File: src/rtl/rv32_pkg.sv
// Shared RV32 front-end definitions: redirect FSM state encodings and the PC step.
// Pure definitions, no logic.
package rv32_pkg;

    typedef enum logic {
        ST_RUN   = 1'b0,
        ST_FLUSH = 1'b1
    } redir_state_t;

    localparam logic [31:0] PC_INCR = 32'd4;

endpackage

File: src/rtl/redirect_target_sel.sv
// Purpose: picks the redirect target from the ID-stage branch/JAL or JALR address.
// Latency: purely combinational, zero cycles.
// Backpressure: none; the caller decides whether the target is used.
module redirect_target_sel (
    input  logic        id_is_jalr,
    input  logic [31:0] branch_address,
    input  logic [31:0] jalr_address,
    output logic [31:0] target
);

    // JALR clears bit 0 of rs1+imm; when JAL and JALR both decode, JALR wins.
    assign target = id_is_jalr ? (jalr_address & ~32'd1) : branch_address;

endmodule

File: src/rtl/pc_redirect_ctrl.sv
// Purpose: fetch PC sequencer with ID-stage redirect, one-cycle wrong-path flush and
//          saturating redirect counter; PC_REDIRECT_MISALIGN_TRAP_EN adds the misaligned-target trap.
// Latency: redirect target appears on pc one cycle after the accepting edge; if_flush is same-cycle.
// Backpressure: stall freezes pc, FSM state and counter; requests are ignored while stalled.
module pc_redirect_ctrl
    import rv32_pkg::*;
#(
    parameter logic [31:0] RESET_PC = 32'h0000_0000,
    parameter logic [31:0] TRAP_VEC = 32'h0000_0100
) (
    input  logic        clk,
    input  logic        rst_n,
    input  logic        stall,
    input  logic        id_valid,
    input  logic        id_is_branch,
    input  logic        id_branch_taken,
    input  logic        id_is_jal,
    input  logic        id_is_jalr,
    input  logic [31:0] branch_address,
    input  logic [31:0] jalr_address,
    output logic [31:0] pc,
    output logic        if_flush,
    output logic [15:0] redirect_count,
    output logic        misaligned_trap,
    output logic [31:0] bad_target
);

    redir_state_t state_q, state_d;
    logic [31:0]  pc_d;
    logic [15:0]  cnt_d;
    logic [31:0]  target;
    logic [31:0]  legal_tgt;
    logic         req;
    logic         accept;
    logic         trap_hit;

    redirect_target_sel u_tgt_sel (
        .id_is_jalr     (id_is_jalr),
        .branch_address (branch_address),
        .jalr_address   (jalr_address),
        .target         (target)
    );

    assign req = id_valid & (id_is_jal | id_is_jalr | (id_is_branch & id_branch_taken));

`ifdef PC_REDIRECT_MISALIGN_TRAP_EN
    assign trap_hit  = target[1];
    assign legal_tgt = target;
`else
    // Without the trap, the low two target bits are simply dropped.
    assign trap_hit  = 1'b0;
    assign legal_tgt = {target[31:2], target[1:0] & 2'b00};
`endif

    assign accept   = (state_q == ST_RUN) & ~stall & req;
    assign if_flush = accept & rst_n;

    always_comb begin
        state_d = state_q;
        pc_d    = pc;
        cnt_d   = redirect_count;
        case (state_q)
            ST_RUN: begin
                if (!stall) begin
                    if (req) begin
                        state_d = ST_FLUSH;
                        if (trap_hit) begin
                            pc_d = TRAP_VEC;
                        end else begin
                            pc_d = legal_tgt;
                            if (redirect_count != 16'hFFFF) begin
                                cnt_d = redirect_count + 16'd1;
                            end
                        end
                    end else begin
                        pc_d = pc + PC_INCR;
                    end
                end
            end
            ST_FLUSH: begin
                // Instruction in ID is wrong-path: ignore its request and step on.
                if (!stall) begin
                    pc_d    = pc + PC_INCR;
                    state_d = ST_RUN;
                end
            end
            default: state_d = ST_RUN;
        endcase
    end

    always_ff @(posedge clk or negedge rst_n) begin
        if (!rst_n) begin
            state_q        <= ST_RUN;
            pc             <= RESET_PC;
            redirect_count <= 16'd0;
        end else begin
            state_q        <= state_d;
            pc             <= pc_d;
            redirect_count <= cnt_d;
        end
    end

`ifdef PC_REDIRECT_MISALIGN_TRAP_EN
    always_ff @(posedge clk or negedge rst_n) begin
        if (!rst_n) begin
            misaligned_trap <= 1'b0;
            bad_target      <= 32'd0;
        end else begin
            misaligned_trap <= accept & trap_hit;
            if (accept & trap_hit) begin
                bad_target <= target;
            end
        end
    end
`else
    assign misaligned_trap = 1'b0;
    assign bad_target      = 32'd0;
`endif

endmodule

File: config.mk
export PLATFORM = sky130hd
export DESIGN_NAME = pc_redirect_ctrl
export DESIGN_NICKNAME = d
export VERILOG_FILES = /design/src/rtl/rv32_pkg.sv /design/src/rtl/redirect_target_sel.sv /design/src/rtl/pc_redirect_ctrl.sv
export SDC_FILE = /design/constraint.sdc
export NUM_CORES = 1
export LEC_CHECK = 0
export CAP_MARGIN = 20
export CELL_PAD_IN_SITES_DETAIL_PLACEMENT = 1
export CELL_PAD_IN_SITES_GLOBAL_PLACEMENT = 2
export CORE_MARGIN = 1.5
export CORE_UTILIZATION = 25
export DETAILED_ROUTE_END_ITERATION = 16
export PLACE_DENSITY_LB_ADDON = 0.12
export RECOVER_POWER = 25
export SLEW_MARGIN = 5
export SYNTH_ARGS = -nofsm -noshare
export SYNTH_HDL_FRONTEND = slang
export SYNTH_SLANG_ARGS = --single-unit
File: constraint.sdc
create_clock -name clk -period 3.38 [get_ports clk]
set_input_delay 0.676 -clock clk [delete_from_list [all_inputs] [get_ports clk]]
set_output_delay 0.676 -clock clk [all_outputs]
set_load 0.01 [all_outputs]
==> results of run 1 <==
-- logic make-up (layout without fill, tap and decap cells) --
| logic type | Yosys count | in the layout | synth area share (%) |
|---|---|---|---|
| flops | 47 | 47 | 34.9 |
| buf+inv | 61 | 134 | 11.3 |
| xor+xnor | 12 | 12 | 3.12 |
| compound gates | 97 | 97 | 19.7 |
| simple gates | 121 | 121 | 21.2 |
| mux | 28 | 28 | 8.88 |
| fa+ha+maj | 2 | 2 | 0.743 |
| other cells | 1 | 35 | 0.111 |
-- critical path, stage by stage --
cell and delay (ns):
clkdlybuf4s50_1 0.46, nand2b_1 0.10, nor3_1 0.26, and2_1 0.17, clkdlybuf4s50_1 0.53
-- routing by layer --
metal,global-route usage (%),wire length (um),up-vias
met5,0,0,-
met4,2.71,84,0
met3,3.26,613,7
met2,26.7,5310,99
met1,19.9,4910,1577
li1,-,-,1530
-- layout make-up --
cell class,count,area [um^2]
flip-flops and latches,47,1180
fillers,1549,8490
inverters,5,18.8
clock buffers,5,125
clock inverters,3,43.8
repair buffers,121,1170
well taps,176,220
multi-input cells,295,1940
-- where the power goes --
| part | switching [mW] | internal, mW | leakage [nW] | total, mW |
|---|---|---|---|---|
| clock network | 0.225 | 0.349 | 0.0838 | 0.574 |
| logic | 0.387 | 0.467 | 1.19 | 0.854 |
| registers | 0.212 | 0.686 | 0.554 | 0.897 |
| total | 0.823 | 1.50 | 1.83 | 2.33 |
-- registers in the layout (all words and copies together), names as in the netlist --
signal and count:
redirect_count 16, pc 30, state_q 1
-- path summary, 6_finish.rpt --
check	end	slack, ns	startpoint	depth (start not counted)
max	if_flush	0.52	id_valid	5
min	state_q	0.49	state_q	1
max reg2reg	pc[28]	1.10	pc[2]	6
min reg2reg	state_q	0.49	state_q	1
max in group asynchronous	pc[9]	1.74	rst_n	2
min in group asynchronous	redirect_count[3]	0.84	rst_n	2
-- per-stage QoR --
stage                     setup slack (ns)  total power, mW  cell area [um^2]  std cells  utilization (%)
after global placement               0.472             1.75              4530        644             34.4
after detailed placement             0.428             1.77              4530        644             34.4
after global routing                 0.429             2.48              4700        652             35.6
after floorplan                       1.22             1.31              3500        403                -
final                                0.522             2.33              4700        652             35.6
after CTS                            0.515             2.36              4700        652             35.7
-- cell usage after synthesis (7+ instances only) --
master / count / area [um^2]
nand3_1: 11 / 55.1
o21ai_0: 11 / 55.1
buf_4: 37 / 278
clkbuf_1: 13 / 48.8
mux2_2: 15 / 169
nand4_1: 18 / 113
mux2i_1: 13 / 130
nor2_1: 15 / 56.3
nand2_1: 30 / 113
dfrtp_1: 47 / 1180
nor3_1: 7 / 35.0
o22a_1: 10 / 87.6
xnor2_1: 10 / 87.6
a21oi_1: 29 / 145
and3_1: 8 / 50.1
==> impl_metrics.ini, run 1 <==
[run_status]
outcome = finished clean

[sta]
drv_slew = 0
min_period_ns = 2.86
finalSetupViolCount = 0
setup_tns_ns = 0
tightest_slew_ns = 1.31
finalHoldViolCount = 0
fin_hold_ws_ns = 0.488
fmax_ghz = 0.350
relSlewSlack_pct = 12.6
fin_skew_ns = 0.00402
period_share_pct = 84.6
rsz0062_at_grt = no

[route]
vias_per_cell = 4.93
drc = 0
wl_um = 10900
num_vias = 3213
dr.pass1.iters = 4
wl_per_cell_um = 16.7
drt_iter0_markers = 122
antenna_left = 0

[clocking]
clkTransAtPathRegs_ns = 0.07
htree_levels = 2
cts_buffer_depth = 2
hold_buffers = 0
cts_buffers = 5
postCtsSetupRepairBufs = 0
clock_latency_ns = 0.29
cts_tree = built
cts_resized = 0
cts_sinks = 47
root_buffer = clkbuf_16

[logic_synthesis]
ys_ff_latch = 47
syn_area_mm2 = 0.00337
synth_edf_count = 0
synth.avg_cell_area_um2 = 9.13
ys_types = 61
yosysWarningCount = 0
yosys_most_used_dff = dfrtp_1
ys_seq_area_share_pct = 34.9
synthCells = 369
synthArstFlopShare_pct = 100

[setup_path]
arrival_ns = 2.18
crit_path_start_kind = input pin
setup.worst_path.class = input pin to primary output
endpoint_kind = primary output
critPathRequiredTime_ns = 2.70
path_max_fanout = 3

[power_and_ir_drop]
p_leak_nw = 1.83
powerDensity_mw_per_mm2 = 495
ir_drop_uv = 187

[floorplan]
die_h_um = 119
ios = 154
start_util_pct = 25.5
die_w_um = 119
die_area_mm2 = 0.0142
rows = 42
core-area_mm2 = 0.0132

[run]
max-cap-violations = 0

[placement]
finalWeightedCongestion = 0.738
io_buffers = 114
hpwl_um = 7850

[grt]
antenna_found_initial = 0
grt_usage_pct = 15.4
grt_overflow = 0
grt_max_degree = 49
grt_pass1_vias = 3341
grt_pass1_wl_um = 17600

[final_layout]
antenna_cells = 0
area_growth_pct = 39.5
layout-drive-gt1-share_pct = 9.66
mostFrequentLayoutCells = 111 x clkdlybuf4s50_1, 47 x dfrtp_1, 35 x conb_1
final_common_cell = clkdlybuf4s50_1
fin_nets = 549

[worst_hold_path]
hp-class = flip-flop to flip-flop
Power figures use the tool's default switching activity.
==> run 2: changes to the inputs <==
Settings changed: CORE_UTILIZATION 25 to 21.
Clock period 3.38 ns to 2.3 ns, I/O delays scaled along.
==> run 2 against run 1 <==
  * Combinational power grew 63%
  * Hold slack gained 0.021 ns
  * Total power grew 47%
  * Critical path depth grew 1
==> impl_metrics.ini, run 2 (synthesized netlist as in run 1, its figures left out) <==
[placement]
finalWeightedCongestion = 0.740
pre_cts_slack_ns = -0.182
place_area_mm2 = 0.00481
placed_cells = 710
hpwl_um = 8780
io_buffers = 114

[clocking]
htree_levels = 2
root_buffer = clkbuf_16
cts_buffers = 5
cts_sinks = 47
hold_buffers = 0
clock_latency_ns = 0.30
clkTransAtPathRegs_ns = 0.07
cts_buffer_depth = 2
cts_tree = built

[route]
wl_um = 11700
vias_per_cell = 4.58
drt_iter0_markers = 127
antenna_left = 0
num_vias = 3294
wl_per_cell_um = 16.2
dr.pass1.iters = 4
drc = 0

[sta]
relSlewSlack_pct = 11.6
period_share_pct = 93.8
fin_skew_ns = 0.00635
tightest_slew_ns = 1.33
drv_slew = 0
fin_hold_ws_ns = 0.510
fmax_ghz = 0.464
finalSetupViolCount = 0
finalHoldViolCount = 0
rsz0062_at_grt = no
setup_tns_ns = 0
fin_ws_ns = 0.143
min_period_ns = 2.16

[final_layout]
top_regs = pc: 30 flops, redirect_count: 16 flops, state_q: 1 flops
final_common_cell = clkdlybuf4s50_1
layout-drive-gt1-share_pct = 14.3
fin_area_mm2 = 0.00495
largest_reg_flops = 30
fillerInstances = 1870
final_util_pct = 31.4
multiInputGateArea_mm2 = 0.00195
largest-register = pc
ff_latch_area_mm2 = 0.00118
fin_nets = 576
mostFrequentLayoutCells = 110 x clkdlybuf4s50_1, 47 x dfrtp_1, 35 x conb_1
fin_cells = 720
area_growth_pct = 47.0

[setup_path]
endpoint_kind = flip-flop
crit_path_start_kind = input pin
arrival_ns = 2.32
slowest_delay_ns = 0.64
crit_slowest_cell = a2111oi_0
path_max_fanout = 6
critPathRequiredTime_ns = 2.46
setup.worst_path.class = input pin to flip-flop
crit_chain = clkdlybuf4s50_1, nand2b_1, or2_2, a2111oi_0, buf_4, a311oi_1

[floorplan]
die_area_mm2 = 0.0168
rows = 46
core-area_mm2 = 0.0158
start_util_pct = 21.4
ios = 154
die_w_um = 130
die_h_um = 130

[power_and_ir_drop]
p_leak_nw = 1.96
power_mw = 3.41
ir_drop_uv = 291
powerDensity_mw_per_mm2 = 688

[run_status]
outcome = finished clean

[grt]
grt_pass1_vias = 3377
grt_max_degree = 48
antenna_found_initial = 1
grt_usage_pct = 14.0
grt_overflow = 0
grt_pass1_wl_um = 18200

[run]
max-cap-violations = 0

[worst_hold_path]
hp-class = flip-flop to flip-flop
==> run 2: changes by cell type in the layout (fill, tap and decap cells not counted) <==
cell	delta
clkdlybuf4s50_1	-1
diode_2	+1
nor3_1	-1
buf_12	+2
clkbuf_1	+2
dlygate4sd2_1	+1
buf_4	+25
bufinv_16	-1
nor3_2	+1
clkinv_4	-1
==> run 2: cell type report <==
type | count | share of cell area [%]
Multi-Input combinational cell | 295 | 39.3
Inverter | 5 | 0.379
Sequential cell | 47 | 23.7
Tap cell | 216 | 5.46
Timing Repair Buffer | 148 | 28.3
Clock buffer | 7 | 2.68
Antenna cell | 1 | 0.0505
Clock inverter | 1 | 0.101
==> run 2: metal layers <==
metal | share of wire (%) | global-route usage [%]
met1 | 46 | 18.1
met2 | 46 | 23.1
met3 | 6.1 | 3.76
met4 | 1.0 | 3.53
met5 | 0 | 0
==> run 2: critical path: cells and delay by family <==
kind                   cells  cell delay [ns]
buffers and inverters      2             0.68
AO/OA/AOI/OAI              2             0.68
AND/OR/NAND/NOR            2             0.50
==> run 2: worst paths after layout <==
| kind | start | end | slack [ns] | cells past startpoint |
|---|---|---|---|---|
| max reg2reg | pc[2] | pc[26] | 0.18 | 7 |
| min | redirect_count[11] | redirect_count[11] | 0.51 | 1 |
| max in group asynchronous | rst_n | redirect_count[12] | 0.85 | 2 |
| max | id_valid | pc[2] | 0.14 | 6 |
| min in group asynchronous | rst_n | redirect_count[4] | 0.65 | 2 |
| min reg2reg | redirect_count[11] | redirect_count[11] | 0.51 | 1 |
==> run 2: what timing repair did <==
item / CTS / global route
setup buffers: 1 / 0
setup endpoints to repair: 1 / 0
gates resized for setup: 1 / 0
==> run 2: power by group <==
group | switching (mW) | internal (mW) | total [mW]
Clock | 0.334 | 0.404 | 0.737
Combinational | 0.625 | 0.761 | 1.39
Sequential | 0.277 | 1.01 | 1.28
